===== config.mk =====
export PLATFORM = sky130hd
export DESIGN_NAME = dispatch5
export DESIGN_NICKNAME = d
export VERILOG_FILES = /design/src/rtl/rv64_dispatch_pkg.sv /design/src/rtl/dispatch_slot.sv /design/src/rtl/dispatch5.sv
export SDC_FILE = /design/constraint.sdc
export NUM_CORES = 1
export LEC_CHECK = 0
export CORE_ASPECT_RATIO = 2
export CORE_MARGIN = 2
export CORE_UTILIZATION = 46
export DETAILED_ROUTE_END_ITERATION = 8
export PLACE_DENSITY = 0.8
export SETUP_SLACK_MARGIN = 0.3
export SLEW_MARGIN = 25
export SYNTH_ARGS = -nofsm -noshare
export SYNTH_HDL_FRONTEND = slang
export SYNTH_HIERARCHICAL = 1
export SYNTH_SLANG_ARGS = --single-unit

===== constraint.sdc =====
create_clock -name clk -period 3.75 [get_ports clk]
set_input_delay 1.125 -clock clk [delete_from_list [all_inputs] [get_ports clk]]
set_output_delay 1.125 -clock clk [all_outputs]
set_load 0.01 [all_outputs]

===== src/rtl/rv64_dispatch_pkg.sv =====
// Shared definitions for the 5-way operand/result dispatcher: channel map and select decode.
package rv64_dispatch_pkg;
  localparam int NUM_CH     = 5;
  localparam int SEL_WIDTH  = 3;
  localparam int CH_ALU     = 0;
  localparam int CH_MDU     = 1;
  localparam int CH_LSU     = 2;
  localparam int CH_CSR     = 3;
  localparam int CH_BRU     = 4;
  localparam int CH_DEFAULT = 0;

  typedef logic [SEL_WIDTH-1:0] sel_t;

  localparam sel_t SEL_MAX = sel_t'(NUM_CH - 1);

  function automatic logic sel_is_err(input sel_t sel);
    return sel > SEL_MAX;
  endfunction

  // Out-of-range selects fall back to the default channel
  function automatic sel_t sel_to_tgt(input sel_t sel);
    return sel_is_err(sel) ? sel_t'(CH_DEFAULT) : sel;
  endfunction
endpackage


===== src/rtl/dispatch_slot.sv =====
// One-entry holding slot: a fill loads a beat, a consumer handshake empties it.
module dispatch_slot #(
  parameter int DATA_WIDTH = 64
) (
  input  logic                  clk,
  input  logic                  rst,
  input  logic                  i_fill,
  input  logic [DATA_WIDTH-1:0] i_data,
  input  logic                  i_ready,
  output logic                  o_valid,
  output logic [DATA_WIDTH-1:0] o_data
);
  logic                  r_valid;
  logic [DATA_WIDTH-1:0] r_data;

  // A fill wins over a same-cycle drain so the slot sustains one beat per cycle
  always_ff @(posedge clk) begin
    if (rst) begin
      r_valid <= 1'b0;
      r_data  <= '0;
    end else if (i_fill) begin
      r_valid <= 1'b1;
      r_data  <= i_data;
    end else if (r_valid && i_ready) begin
      r_valid <= 1'b0;
    end
  end

  assign o_valid = r_valid;
  assign o_data  = r_data;
endmodule


===== src/rtl/dispatch5.sv =====
// 1-to-5 valid/ready router: each accepted beat lands in the holding slot of its target channel.
module dispatch5
  import rv64_dispatch_pkg::*;
#(
  parameter int DATA_WIDTH = 64,
  parameter int CNT_WIDTH  = 32
) (
  input  logic                         clk,
  input  logic                         rst,
  input  logic                         in_valid,
  output logic                         in_ready,
  input  logic [SEL_WIDTH-1:0]         in_sel,
  input  logic [DATA_WIDTH-1:0]        in_data,
  output logic [NUM_CH-1:0]            out_valid,
  input  logic [NUM_CH-1:0]            out_ready,
  output logic [NUM_CH*DATA_WIDTH-1:0] out_data,
  output logic                         sel_err,
  output logic [CNT_WIDTH-1:0]         beat_cnt
);
  sel_t                         w_tgt;
  logic                         w_in_ready;
  logic                         w_accept;
  logic [NUM_CH-1:0]            w_fill;
  logic [NUM_CH-1:0]            w_valid;
  logic [NUM_CH*DATA_WIDTH-1:0] w_data;
  logic                         r_sel_err;
  logic [CNT_WIDTH-1:0]         r_beat_cnt;

  assign w_tgt = sel_to_tgt(in_sel);
  // Ready depends only on the target slot, never on in_valid; forced high while in reset
  assign w_in_ready = rst | ~w_valid[w_tgt] | out_ready[w_tgt];
  assign w_accept   = in_valid & w_in_ready;

  for (genvar g = 0; g < NUM_CH; g++) begin : g_slot
    assign w_fill[g] = w_accept & (w_tgt == sel_t'(g));

    dispatch_slot #(
      .DATA_WIDTH(DATA_WIDTH)
    ) u_slot (
      .clk    (clk),
      .rst    (rst),
      .i_fill (w_fill[g]),
      .i_data (in_data),
      .i_ready(out_ready[g]),
      .o_valid(w_valid[g]),
      .o_data (w_data[g*DATA_WIDTH +: DATA_WIDTH])
    );
  end

  always_ff @(posedge clk) begin
    if (rst) begin
      r_sel_err  <= 1'b0;
      r_beat_cnt <= '0;
    end else begin
      r_sel_err <= w_accept & sel_is_err(in_sel);
      if (w_accept) begin
        r_beat_cnt <= r_beat_cnt + 1'b1;
      end
    end
  end

  assign in_ready  = w_in_ready;
  assign out_valid = w_valid;
  assign out_data  = w_data;
  assign sel_err   = r_sel_err;
  assign beat_cnt  = r_beat_cnt;
endmodule

Word level (Yosys, flattened, before mapping):

Cells that the tools add are included.

* bitwise logic cells: 10
* reduce and logical (&&, ||, !) cells: 11
* add/subtract/negate cells: 1
* eq/ne operators: 4
* shift operators: 0
* magnitude comparators: 2
* mux-type cells: 15
* divide/modulo/power cells: 0
* multiply operators: 0

Operators with widths (count)
* $add 32x1->32 const B: 1
* $mux 1: 12
* $reduce_bool 2->1: 5
* $and 1x1->1: 7
* $bmux 1 s3: 2
* $eq 3x2->1 const B: 2
* $logic_and 1x1->1: 5
* $lt 3x4->1 const B: 1
* $eq 3x1->1 const B: 1
* $eq 3x3->1 const B: 1
* $gt 3x3->1 const B: 1
* $logic_not 3->1: 1
* $mux 3: 1
* $or 1x1->1: 2
* $not 1->1: 1

* input bits: 75
* memories kept: 0
* output and inout port bits: 359
* RAM bits: 0
* logic and storage cells: 55
* memory bits (read-only): 0
* bits in latches: 0
* bits in registers: 358

Logic depth before layout (Yosys ltp):

* word-level depth: 10
* mapped depth: 10
* gate-level depth less buffers: 8

Cells and area by module:

Netlist, hierarchy kept.

By module, submodules not included
* dispatch_slot: sequential area each 1301.2 um^2, instances 5, area an instance 2344.7 um^2, cells each 210
* dispatch5: sequential area each 660.6 um^2, instances 1, area an instance 1904.3 um^2, cells each 225

Worst setup path after synthesis:

No wires, ideal clock.

* kind: input port to output port
* start: input in_sel[2]
* end: output in_ready
* data arrival time: 2.219 ns
* stages: 5
* slack: 0.406 ns
* buffers on the path: 1
* data required time: 2.625 ns
* cell sequence: buf_2 -> or2_2 -> a31o_2 -> a21oi_1 -> inv_1

* word-level cells in the longest chain between the ends: 7
* elaborated cells on any way between the ends: 9
* those cells by class: order compare (1); mux (5); bitwise (3)

Ends and longest elaborated chain
* from (decl): RTL line dispatch5.sv:12 `input logic [SEL_WIDTH-1:0] in_sel,`
* $gt 3x3->1: RTL line rv64_dispatch_pkg.sv:17 `return sel > SEL_MAX;`
* $mux 3 *: RTL line rv64_dispatch_pkg.sv:22 `return sel_is_err(sel) ? sel_t'(CH_DEFAULT) : sel;`
* $bmux 1 s3: RTL line dispatch5.sv:31 `assign w_in_ready = rst | ~w_valid[w_tgt] | out_ready[w_tgt];`
* $mux 1 (not written as such): RTL line dispatch5.sv:31
* $not 1->1: RTL line dispatch5.sv:31
* $or 1x1->1: RTL line dispatch5.sv:31
* $or 1x1->1 *: RTL line dispatch5.sv:31
* to (decl): RTL line dispatch5.sv:11 `output logic in_ready,`

Every way passes the cells marked *; elsewhere a longest branch is shown, timed or not. The select of a mux whose other input is x is not followed.

Worst setup path in the final report:

* start: input out_ready[0]
* end: output in_ready

* word-level cells in the longest chain between the ends: 3

Ends and longest elaborated chain
* from (decl): RTL line dispatch5.sv:15 `input logic [NUM_CH-1:0] out_ready,`
* $bmux 1 s3: RTL line dispatch5.sv:31
* $mux 1 (not written as such): RTL line dispatch5.sv:31
* $or 1x1->1: RTL line dispatch5.sv:31

Every way passes these cells. The select of a mux whose other input is x is not followed.

==> flow_summary.ini <==
[route]
routed.top_layer = met4
drt_drc_violations_left = 0
route.vias.total = 10928
finalWirelength_um = 39000
routedLengthMet1_um = 15600
detail_route.wl_per_cell_um = 18.7
vias_per_cell = 5.25
route.met2.wl_um = 18300
drt_iter0_markers = 589
wl_met3_um = 3650
postRouteAntennaNets = 0
drtPass1Iterations = 5

[setup_path]
cp-end-kind = output port
cp_data_arrival_time_ns = 2.25
worst_setup_path_start_kind = primary input
rr_worst_depth = 11
setup.reg_to_reg.worst_slack_ns = 1.24
timing.rr.start = g_slot[1].u_slot/o_valid$_SDFFE_PP0P_
worst-path-max-fanout = 2
rr_endpoint = g_slot[3].u_slot/o_data[32]$_SDFFE_PP0P_
worstPathRequired_ns = 2.62
path_class = in -> out

[sta]
post-route-min-period_ns = 3.38
timing.final.crit_share_pct = 90.1
skew_ns = 0.0186
slew-limit-headroom_pct = 41.4
worst_pin_slew_ns = 0.879
fmaxAchievable_mhz = 296
timing_max_transition_violations_final = 0
finalSetupViolations = 0
rsz_0062_raised_after_global_routing = no
timing_hold_violations_final = 0
hold_slack_ns = 0.494

[placed_design]
placed_cell_area_um2 = 18100
buffer_ports.inserted = 433
place.detailed.hpwl_um = 27700
dp_cells = 2027
finalWeightedCongestion = 0.940

[run_status]
outcome = complete, no violations

[worst_hold_path]
timing.hold.worst.start = g_slot[0].u_slot/o_data[50]$_SDFFE_PP0P_
hold-path-cell-count = 2
hold_class = reg -> reg
whs_endpoint = g_slot[0].u_slot/o_data[50]$_SDFFE_PP0P_

[yosys]
synth.net_count = 1351
seq_area_frac_synth_pct = 52.6
postSynth.asyncResetShare_pct = 0
synth.lib_cells_used.distinct = 46
postSynthAreaPerCell_um2 = 10.7
synthesis.area_um2 = 13600
edff_count_synth = 0
ys_ff_latch = 358
synth_warnings = 6
synthCells = 1275
synth_top_flop_cell = sky130_fd_sc_hd__dfxtp_1

[floorplanning]
dieHeight_um = 247
floorplan.rows = 89
ios = 434
die-area_um2 = 31100
placeable_area_um2 = 29300
die_x_um = 126
start_util_pct = 46.5

[run]
max_cap_violations = 0

[finish]
fin_cells = 2083
postLayoutCellArea_um2 = 19100
area.sequential_um2 = 7170
total_inserted_antenna_cells = 0
multi_input_comb_area_um2 = 5670
final_nets = 1773
post_route_cells_drive_above_1_share_pct = 7.33
flow.area_growth_from_synthesis_pct = 39.9
final.fill_count = 2228

[cts]
clock_sink_count = 358
clock_h_tree_levels = 1
cts_root_buf = sky130_fd_sc_hd__clkbuf_16
clock_tree.buffer_depth = 3
source_to_sink_clock_delay_at_the_later_pin_of_the_worst_skew_pair_ns = 0.56
clk_pin_slew_ns = 0.07
cts_inserted_buffers = 29
tritoncts = built

[grt]
wire_length_of_the_first_global_routing_pass_um = 59900
overflow = 0
first_global_vias = 10770
grt.total_usage_pct = 23.7
pin_count_of_the_biggest_net_entering_global_routing = 115
grt_antenna_before_repair = 0

[power_and_ir_drop]
leakage_power_summed_over_all_cells_uw = 0.00664
power.ir.vdd_worst_mv = 0.524
power_density_nw_per_um2 = 410
-- metrics by stage --
stage               TNS (ns)  total power, uW  setup WS [ns]  util (%)
global route               0             8100          0.311      65.1
finish                     0             7820          0.370      65.1
global placement      -0.374             4840         -0.374      61.8
floorplan                  0             4450          0.406         -
detailed placement     -2.30             4860         -0.432      61.8
CTS                        0             7890          0.320      65.1
-- synthesized netlist by cell type (6+ instances only) --
library cell	number	area (um2)
sky130_fd_sc_hd__nand2_1	12	45.0
sky130_fd_sc_hd__buf_6	7	78.8
sky130_fd_sc_hd__nand2b_1	9	56.3
sky130_fd_sc_hd__nor2_1	327	1230
sky130_fd_sc_hd__nor2b_1	6	37.5
sky130_fd_sc_hd__nand4_1	7	43.8
sky130_fd_sc_hd__inv_1	7	26.3
sky130_fd_sc_hd__a21oi_1	35	175
sky130_fd_sc_hd__buf_2	17	85.1
sky130_fd_sc_hd__dfxtp_1	358	7170
sky130_fd_sc_hd__mux2i_1	321	3210
sky130_fd_sc_hd__clkbuf_1	13	48.8
sky130_fd_sc_hd__nand3_1	16	80.1
sky130_fd_sc_hd__o31ai_1	26	195
sky130_fd_sc_hd__buf_12	25	500
sky130_fd_sc_hd__buf_1	16	60.1
sky130_fd_sc_hd__or4_1	26	195
-- how the worst max path moves through the flow --
stage	end	slack, ns	cells after the start	start
2_1_floorplan	in_ready	0.41	5	in_sel[2]
4_1_cts	in_ready	0.32	7	in_sel[1]
5_1_grt	in_ready	0.31	7	out_ready[0]
3_3_place_gp	in_ready	-0.37	7	in_sel[1]
3_5_place_dp	in_ready	-0.43	7	in_sel[0]
6_report	in_ready	0.37	7	out_ready[0]
-- routing by layer --
| metal | GRT usage [%] | up-vias |
|---|---|---|
| met5 | 0 | - |
| met4 | 9.64 | 0 |
| met3 | 7.57 | 80 |
| met2 | 39.8 | 493 |
| met1 | 28.1 | 5159 |
| li1 | - | 5196 |
-- flip-flops by register name, indices dropped and copies added (netlist names) --
register	count
g_slot.u_slot/o_data	320
beat_cnt	32
g_slot.u_slot/o_valid	5
sel_err	1
-- cells by family (layout without fill, tap and decap cells) --
kind of cell / after synthesis / in the layout / synth area share, %
buffers and inverters: 95 / 539 / 6.28
xor gates and xnor gates: 1 / 1 / 0.0643
AOI/OAI and AO/OA: 72 / 72 / 3.56
and+or+nand+nor: 426 / 426 / 13.8
muxes: 322 / 322 / 23.7
DFF: 358 / 358 / 52.6
adders and majority gates: 1 / 1 / 0.0918
-- power by group --
part / internal (uW) / total, uW / switching, uW / leakage, uW
sequential: 3900 / 3960 / 58.6 / 0.00290
clock: 1650 / 3040 / 1390 / 0.000462
combinational: 410 / 822 / 411 / 0.00328
-- layout by cell type (no fill, tap or decap), drive strengths merged, types with 3 or more instances in the layout --
master	netlist	final
or2	3	3
or3	3	3
inv	12	12
dfxtp	358	358
a21oi	35	35
nor2b	6	6
or4	26	26
mux2i	321	321
clkbuf	13	41
buf	70	45
clkinv	0	10
nand4	9	9
o21ai	5	5
nor3	4	4
dlygate4sd2	0	3
nand2	12	12
nand2b	9	9
clkdlybuf4s50	0	424
nor2	329	329
nand3	16	16
o31ai	26	26
-- final cells by class --
class	count	area share, %
inverters	12	0.236
multi-input cells	822	29.7
clock inverters	14	0.715
well taps	364	2.39
flip-flops and latches	358	37.6
repair buffers	474	25.1
clock buffers	39	4.21
-- repair_timing --
item,CTS,global route
pin swaps,4,2
setup endpoints to repair,1,1
hold buffers,0,0
buffers inserted,3,0
gates resized for setup,24,8
-- critical path: stages --
cell	delay, ns
sky130_fd_sc_hd__dlygate4sd2_1	0.27
sky130_fd_sc_hd__nor2b_2	0.16
sky130_fd_sc_hd__o32ai_4	0.09
sky130_fd_sc_hd__a31o_2	0.24
sky130_fd_sc_hd__a21oi_2	0.17
sky130_fd_sc_hd__inv_2	0.07
sky130_fd_sc_hd__buf_6	0.12
(Power assumes the default switching activity.)
